File: src/rtl/counter_sequencer_pkg.sv
// counter_seq_pkg: opcodes, FSM states and status-bit positions shared by the counter sequencer
package counter_seq_pkg;

    typedef enum logic [2:0] {
        OP_NOP,
        OP_LOAD,
        OP_SET_CMP,
        OP_SET_PRESC,
        OP_RUN_UP,
        OP_RUN_DOWN,
        OP_ONESHOT,
        OP_STOP
    } opcode_e;

    typedef enum logic [1:0] {
        ST_IDLE,
        ST_UP,
        ST_DOWN,
        ST_SHOT
    } state_e;

    localparam int STROBE_BIT = 3;
    localparam int BUSY_BIT   = 4;
    localparam int MATCH_BIT  = 5;
    localparam int DONE_BIT   = 6;
    localparam int WRAP_BIT   = 7;

    localparam logic [7:0] OE_MASK = 8'hF0;

endpackage

File: src/rtl/counter_sequencer_cmd_sync.sv
// cmd_sync: brings the asynchronous command strobe into clk and turns each rising edge into a one-cycle pulse
module cmd_sync #(
    parameter int STAGES = 2
) (
    input  logic clk,
    input  logic rst_n,
    input  logic strobe,
    output logic pulse
);

    logic [STAGES-1:0] sync_q, sync_d;
    logic              prev_q, prev_d;

    // shift the pin through the synchronizer; prev holds the last synchronized level for edge detection
    always_comb begin
        sync_d = {sync_q[STAGES-2:0], strobe};
        prev_d = sync_q[STAGES-1];
    end

    // synchronizer and edge flops, all cleared while in reset so a held strobe re-arms after release
    always_ff @(posedge clk) begin
        if (!rst_n) begin
            sync_q <= '0;
            prev_q <= 1'b0;
        end else begin
            sync_q <= sync_d;
            prev_q <= prev_d;
        end
    end

    assign pulse = sync_q[STAGES-1] & ~prev_q;

endmodule

File: src/rtl/counter_sequencer.sv
// counter_sequencer: strobe-driven 8-bit up/down/one-shot counter with prescaler, compare and sticky status
module counter_sequencer
    import counter_seq_pkg::*;
#(
    parameter logic [7:0] CMP_RESET   = 8'hFF,
    parameter int         SYNC_STAGES = 2
) (
    input  logic       clk,
    input  logic       rst_n,
    input  logic       ena,
    input  logic [7:0] ui_in,
    input  logic [7:0] uio_in,
    output logic [7:0] uo_out,
    output logic [7:0] uio_out,
    output logic [7:0] uio_oe
);

    logic       pulse, cmd, tick;
    opcode_e    op;
    state_e     state_q, state_d;
    logic [7:0] count_q, count_d;
    logic [7:0] cmp_q, cmp_d;
    logic [7:0] presc_q, presc_d;
    logic [7:0] pcnt_q, pcnt_d;
    logic       done_q, done_d;
    logic       wrap_q, wrap_d;
    logic       unused_ok;

    assign unused_ok = &{1'b0, ena, uio_in[7:4]};

    cmd_sync #(.STAGES(SYNC_STAGES)) u_sync (
        .clk    (clk),
        .rst_n  (rst_n),
        .strobe (uio_in[STROBE_BIT]),
        .pulse  (pulse)
    );

    assign op   = opcode_e'(uio_in[2:0]);
    assign cmd  = pulse && (op != OP_NOP);
    assign tick = (state_q != ST_IDLE) && !cmd && (pcnt_q == presc_q);

    // next state: a command takes priority and swallows any coincident tick, otherwise the prescaler runs
    always_comb begin
        state_d = state_q;
        count_d = count_q;
        cmp_d   = cmp_q;
        presc_d = presc_q;
        pcnt_d  = pcnt_q;
        done_d  = done_q;
        wrap_d  = wrap_q;
        if (cmd) begin
            pcnt_d = 8'd0;
            done_d = 1'b0;
            case (op)
                OP_LOAD: begin
                    count_d = ui_in;
                    wrap_d  = 1'b0;
                end
                OP_SET_CMP:   cmp_d   = ui_in;
                OP_SET_PRESC: presc_d = ui_in;
                OP_RUN_UP:    state_d = ST_UP;
                OP_RUN_DOWN:  state_d = ST_DOWN;
                OP_ONESHOT:   state_d = ST_SHOT;
                OP_STOP:      state_d = ST_IDLE;
                default: ;
            endcase
        end else if (state_q == ST_IDLE) begin
            pcnt_d = 8'd0;
        end else if (!tick) begin
            pcnt_d = pcnt_q + 8'd1;
        end else begin
            pcnt_d = 8'd0;
            case (state_q)
                ST_UP: begin
                    count_d = count_q + 8'd1;
                    wrap_d  = wrap_q | (count_q == 8'hFF);
                end
                ST_DOWN: begin
                    count_d = count_q - 8'd1;
                    wrap_d  = wrap_q | (count_q == 8'h00);
                end
                ST_SHOT: begin
                    if (count_q == cmp_q) begin
                        state_d = ST_IDLE;
                        done_d  = 1'b1;
                    end else begin
                        count_d = count_q + 8'd1;
                        wrap_d  = wrap_q | (count_q == 8'hFF);
                    end
                end
                default: ;
            endcase
        end
    end

    // all sequencer state, reset synchronously so a mid-run reset aborts on the next edge
    always_ff @(posedge clk) begin
        if (!rst_n) begin
            state_q <= ST_IDLE;
            count_q <= 8'd0;
            cmp_q   <= CMP_RESET;
            presc_q <= 8'd0;
            pcnt_q  <= 8'd0;
            done_q  <= 1'b0;
            wrap_q  <= 1'b0;
        end else begin
            state_q <= state_d;
            count_q <= count_d;
            cmp_q   <= cmp_d;
            presc_q <= presc_d;
            pcnt_q  <= pcnt_d;
            done_q  <= done_d;
            wrap_q  <= wrap_d;
        end
    end

    // status byte: match is live from the registers, the other bits are registered state
    always_comb begin
        uio_out            = 8'h00;
        uio_out[BUSY_BIT]  = state_q != ST_IDLE;
        uio_out[MATCH_BIT] = count_q == cmp_q;
        uio_out[DONE_BIT]  = done_q;
        uio_out[WRAP_BIT]  = wrap_q;
    end

    assign uo_out = count_q;
    assign uio_oe = OE_MASK;

endmodule

File: config.mk
export PLATFORM = sky130hd
export DESIGN_NAME = counter_sequencer
export DESIGN_NICKNAME = d
export VERILOG_FILES = /design/src/rtl/counter_sequencer_pkg.sv /design/src/rtl/counter_sequencer_cmd_sync.sv /design/src/rtl/counter_sequencer.sv
export SDC_FILE = /design/constraint.sdc
export NUM_CORES = 1
export LEC_CHECK = 0
export CAP_MARGIN = 20
export CORE_UTILIZATION = 45
export CTS_BUF_LIST = sky130_fd_sc_hd__clkbuf_4 sky130_fd_sc_hd__clkbuf_8
export CTS_CLUSTER_DIAMETER = 120
export DETAILED_ROUTE_END_ITERATION = 6
export GPL_TIMING_DRIVEN = 1
export MAX_ROUTING_LAYER = met4
export PLACE_DENSITY = 0.79
export SYNTH_ARGS = -nofsm -noshare
export SYNTH_HDL_FRONTEND = slang
export SYNTH_SLANG_ARGS = --single-unit
File: constraint.sdc
create_clock -name clk -period 2.7 [get_ports clk]
set_input_delay 0.27 -clock clk [delete_from_list [all_inputs] [get_ports clk]]
set_output_delay 0.27 -clock clk [all_outputs]
set_load 0.05 [all_outputs]
==> summary.txt, run 1 <==
Status
  – Status: completed

GRT
  – GR Util met3: 0.04618
  – GRT met2 Usage: 0.3122
  – Largest net degree at the start of global routing: 21
  – Number of global-route vias before repair: 1642
  – Total gr overflow: 0
  – First-pass GRT wire length: 7672 um
  – GRT Max-Usage Layer: met2
  – GRT Overall Usage: 0.2024
  – Met1 GRT Util: 0.2538
  – Initial antenna violation count: 0

Critical path
  – Worst Path Buf+Inv: 1
  – R2r worst-path depth: 7
  – Kind of critical path: flop to primary output
  – Worst reg2reg startpoint: u_sync.sync_q[1]
  – Critical path arrival: 2270 ps
  – Critical path peak fanout: 9
  – WP depth: 4
  – Worst EP required: 2430 ps
  – Startpoint types: flop
  – Delay-heaviest family, CP: buffers and inverters
  – Crit path max-delay cell type: clkdlybuf4s50_1
  – Setup crit end kind: primary output
  – Crit path cell chain: xnor2_1, nand4_1, nor2_2, clkdlybuf4s50_1
  – CP Launch Point: uo_out[1]
  – Worst stage delay on the critical path: 830 ps

CTS
  – Clock latency on the worst-skew pair: 300 ps
  – Setup bufs post-CTS: 0
  – Number of CTS-inserted buffers: 5
  – Cts-stage hold buffer count: 0
  – PostCTS Resize Cnt: 0
  – Clk slew on worst S/H paths: 80 ps
  – CTS tree: built
  – CTS H-Tree Depth: 2
  – Sink Count: 39
  – Root Buffer Master: clkbuf_8
  – Clock buffer depth: 2

Logic synthesis
  – Synth top cells by count: dfxtp_1, nand2_1, nor2_1
  – Post-Synth XOR/XNOR Area: 0.1122
  – Synth Warn #: 0
  – Yosys cell types: 40
  – Seq/Total Area, Yosys: 0.3703
  – Ys async rst share: 0
  – Synth Area in Simple Gates: 0.2190
  – Post-synth EDFFs: 0
  – Mapped cell area: 0.002108 sq mm
  – Area leader, netlist: dfxtp_1
  – Seq cells post-synth: 39
  – Largest family of logic cells by synthesized area: simple AND/OR/NAND/NOR gates
  – Most common cell in the netlist: dfxtp_1
  – Share of the synthesized area in the top cell type: 0.3703
  – Top FF cell, synth: dfxtp_1
  – Post-synthesis cell count: 251
  – Top cells by area, synth: dfxtp_1, xnor2_1, mux2i_1, nand2_1, nor2_1
  – Post-synthesis mux area share: 0.08546
  – Synth Area in Compound Gates: 0.1175
  – Syn_area_per_cell: 8.399 sq um
  – Synth Area in Adders: 0.01187

Finish
  – Non-Filler Instances: 329
  – Nets: 297
  – Layout cells sized above 1: 0.08664
  – Post-layout util: 0.5643
  – Fill cell count: 414
  – Number of diodes: 0
  – Syn-to-layout area delta: 18.16%

Timing
  – Slew at the pin with the worst max-slew slack: 555.4 ps
  – Final Worst Setup Slack: 156.7 ps
  – Clk_skew: 12.79 ps
  – Final Hold Vio Count: 0
  – RSZ-0062 raised after global routing: false
  – Max Slew Vio Count: 0
  – Final setup TNS: 0 ps
  – Final worst-path cycle share: 0.9419
  – Fmax: 393.2 MHz
  – Min Tclk post-route: 2543 ps
  – Relative slew slack: 0.6263
  – Final setup viols: 0

Die
  – Initial Utilization: 0.4776
  – IO Count: 43
  – Die H: 70.45 um
  – Core area: 0.004414 sq mm
  – Die area: 0.004963 sq mm
  – Die width: 70.45 um
  – Row cnt: 24

Placement
  – Detail Placement HPWL: 3249 um
  – Pre-CTS setup slack: -38.46 ps
  – Placed cells: 321
  – Gpl congestion: 0.8572
  – Port-buffer cells: 25

Detailed routing
  – WL final: 4574 um
  – TritonRoute pass-1 iters: 4
  – Starting DRT DRC Count: 109
  – Drc violations: 0
  – Total number of vias: 1836
  – WL per Instance: 13.90 um
  – Via density: 5.581
  – Routed Antenna Nets: 0

Pwr
  – Pleak: 0.0009471 uW
  – Total Power: 1264 uW
  – Power density cells: 507.4 mW/mm^2
  – Worst IR Drop VDD: 0.0003387 V

Worst hold path
  – Hold path start: u_sync.sync_q[0]
  – Worst hold stages: 1
  – Type of the tightest min-delay check: flop to flop

Run
  – MaxCap Viol Count: 0
## worst paths after layout
kind | end | slack [ps]
max reg2reg | state_q[1] | 500
min | u_sync.sync_q[1] | 450
min reg2reg | u_sync.sync_q[1] | 450
max | uio_out[5] | 160
## layout by cell type (no fill, tap or decap), types with 4 or more instances in the layout
cell,Yosys,layout
o32ai_1,6,6
nand3_1,6,6
clkdlybuf4s50_1,0,25
nor3_1,9,9
xor2_1,5,5
clkbuf_8,0,6
nand4_1,4,4
xnor2_1,22,22
conb_1,2,12
dfxtp_1,39,39
mux2i_1,18,18
a21oi_1,16,16
nand2_1,30,30
nor2_1,29,28
buf_4,14,9
## metrics by stage
stage	hold slack (ps)	cell area [sq um]
after floorplan	397.3	2148
after global placement	414.4	2374
after detailed placement	435.2	2374
after CTS	454.8	2491
after global routing	462.4	2491
final	448.6	2491
## layout make-up
cell class | count | area (sq um) | area share
inverter | 3 | 11.26 | 0.004520
sequential | 39 | 780.7 | 0.3134
clock inverter | 2 | 35.03 | 0.01406
clock buffer | 6 | 82.58 | 0.03315
timing repair buffer | 34 | 317.8 | 0.1276
multi-input combinational | 193 | 1199 | 0.4812
tap | 52 | 65.06 | 0.02612
## sequential cells by signal, summed over array words and instances, names as in the netlist
name and flops:
cmp_q 8, pcnt_q 8, presc_q 8, uo_out 8, state_q 2, u_sync.sync_q 2, done_q 1, u_sync.prev_q 1
wrap_q 1
## kinds of logic (layout without fill, tap and decap cells)
kind of cell	after synthesis	after routing
simple gates	98	98
flops	39	39
compound gates	36	36
buf+inv	29	45
xor+xnor	27	27
mux	18	18
fa+ha+maj	2	2
other cells	2	12
## worst register-to-register path: cells and delay by family (launching register included)
family,cells,cell delay (ps)
buf+inv,1,150
compound gates,2,380
simple gates,4,1230
flops,1,320
## metal layers
layer / vias to the layer above / part of all wire
met5: - / 0
met4: 0 / 0.022
met3: 13 / 0.051
met2: 68 / 0.45
met1: 864 / 0.48
li1: 891 / -
## power breakdown
part	leakage (uW)	switching [uW]	internal, uW	total (uW)
registers	0.000315	8.65	582	591
logic	0.000571	106	57.6	164
clock network	0.0000612	210	299	509
Note: power is estimated with default switching activity, not from simulation.
==> inputs of run 2 (changes only) <==
Settings changed: CTS_CLUSTER_SIZE set to 10.
==> results of run 2 <==
No change in the layout: final DEF, timing and power equal those of run 1.
==> inputs of run 3 (changes only) <==
==> constraint.sdc (replaced) <==
create_clock -name clk -period 2.7 [get_ports clk]
set_input_delay 0.54 -clock clk [delete_from_list [all_inputs] [get_ports clk]]
set_output_delay 0.54 -clock clk [all_outputs]
set_load 0.05 [all_outputs]
==> summary.txt, run 3 (same netlist as run 1, synthesis figures left out) <==
Status
  – Status: completed

Die
  – Die width: 70.45 um
  – Row cnt: 24
  – IO Count: 43
  – Core area: 0.004414 sq mm
  – Initial Utilization: 0.4776
  – Die H: 70.45 um
  – Die area: 0.004963 sq mm

Pwr
  – Power density cells: 467.9 mW/mm^2
  – Worst IR Drop VDD: 0.0002684 V
  – Switching Share: 0.2821
  – Logic pwr share: 0.139
  – Psw: 326.7 uW
  – Clk network pwr share: 0.348
  – Seq pwr share: 0.513
  – Internal: 831.3 uW
  – Pleak: 0.0009420 uW

Detailed routing
  – TritonRoute pass-1 iters: 4
  – Total number of vias: 1775
  – WL per Instance: 13.90 um
  – Drc violations: 0
  – Via density: 5.363
  – Starting DRT DRC Count: 154
  – WL final: 4602 um
  – Routed Antenna Nets: 0

Finish
  – Nets: 299
  – Layout cells sized above 1: 0.09677
  – Number of diodes: 0
  – Fill cell count: 411
  – Syn-to-layout area delta: 17.39%
  – Commonest non-fill, non-tap cell in the layout: dfxtp_1
  – Most frequent cells in the layout: dfxtp_1, nand2_1, nor2_1
  – Post-layout util: 0.5607

CTS
  – Clk slew on worst S/H paths: 80 ps
  – Number of CTS-inserted buffers: 5
  – Sink Count: 39
  – Clock buffer depth: 2
  – Cts-stage hold buffer count: 0
  – Clock latency on the worst-skew pair: 300 ps
  – CTS tree: built
  – Setup bufs post-CTS: 0
  – Root Buffer Master: clkbuf_8
  – PostCTS Resize Cnt: 0
  – CTS H-Tree Depth: 2

Critical path
  – Worst stage delay on the critical path: 550 ps
  – Startpoint types: input port
  – Critical path arrival: 2820 ps
  – Critical path peak fanout: 14
  – Setup crit end kind: flop
  – Crit path cell chain: clkdlybuf4s50_1, or2_4, o21a_4, or4_4, a221o_1, buf_4, nor2_1, o221a_2
  – Worst EP required: 2950 ps
  – Worst Path Buf+Inv: 2
  – Crit path max-delay cell type: or4_4
  – Delay-heaviest family, CP: simple AND/OR/NAND/NOR gates
  – Kind of critical path: input port to flop

Timing
  – Final hold slack: 467.5 ps
  – RSZ-0062 raised after global routing: false
  – Relative slew slack: 0.6435
  – Clk_skew: 6.043 ps
  – Fmax: 388.4 MHz
  – Final setup TNS: 0 ps
  – Slew at the pin with the worst max-slew slack: 533.2 ps
  – Min Tclk post-route: 2574 ps
  – Final setup viols: 0
  – Max Slew Vio Count: 0
  – Final worst-path cycle share: 0.9535
  – Final Hold Vio Count: 0

Worst hold path
  – Type of the tightest min-delay check: flop to flop

GRT
  – Initial antenna violation count: 0
  – Total gr overflow: 0
  – Number of global-route vias before repair: 1625
  – Largest net degree at the start of global routing: 16
  – GRT Overall Usage: 0.2056
  – First-pass GRT wire length: 7714 um

Run
  – MaxCap Viol Count: 0

Placement
  – Port-buffer cells: 25
  – Gpl congestion: 0.8472
  – Detail Placement HPWL: 3327 um
## run 3: cell count changes in the layout (fill, tap and decap cells not counted)
cell and change:
clkinvlp_4 +1, buf_4 +3, bufinv_16 -1, clkdlybuf4s50_1 -1
clkbuf_4 +1, clkbuf_8 -1
## run 3: worst paths after layout
path / slack (ps) / depth (start not counted) / start / end
setup / recovery: 130 / 8 / uio_in[2] / wrap_q
hold / removal: 470 / 1 / u_sync.sync_q[0] / u_sync.sync_q[1]
setup reg to reg: 590 / 8 / state_q[0] / uo_out[4]
hold reg to reg: 470 / 1 / u_sync.sync_q[0] / u_sync.sync_q[1]
## run 3: metrics by stage
step / cells / cell area, sq um / total power, uW / setup WS, ps
after floorplan: 261 / 2148 / 727.5 / 215.7
after global placement: 323 / 2386 / 764.8 / -129.6
after detailed placement: 323 / 2386 / 767.4 / -183.4
after CTS: 331 / 2475 / 1169 / 126.4
after global routing: 331 / 2475 / 1200 / 54.37
final: 331 / 2475 / 1158 / 125.5
## run 3: area by class of cell
| class | count | area [sq um] | area share |
|---|---|---|---|
| tap | 52 | 65.06 | 0.02629 |
| inverter | 3 | 11.26 | 0.004550 |
| clock inverter | 2 | 12.51 | 0.005056 |
| multi-input combinational | 193 | 1199 | 0.4843 |
| clock buffer | 6 | 76.32 | 0.03084 |
| timing repair buffer | 36 | 330.3 | 0.1335 |
| sequential | 39 | 780.7 | 0.3155 |
## run 3: worst register-to-register path: stages (launching register included)
cell	delay, ps
dfxtp_1	400
nand2b_1	430
xnor2_1	200
ha_1	250
and3_1	200
a22oi_1	110
nor3_1	150
a21oi_1	60
o32ai_1	210
## run 3: per-layer routing
layer,wire length [um],vias to the layer above,global-route usage
met5,0,-,-
li1,-,893,-
met3,290,8,0.04762
met4,84,0,0.09111
met2,2084,59,0.3090
met1,2143,815,0.2623
## run 3: power by group through the flow
stage | Sequential, uW | Combinational, uW | Clock (uW)
detailed placement | 607 | 160 | 0
CTS | 594 | 161 | 414
finish | 594 | 161 | 403
global placement | 606 | 158 | 0
global route | 595 | 173 | 432
floorplan | 611 | 116 | 0
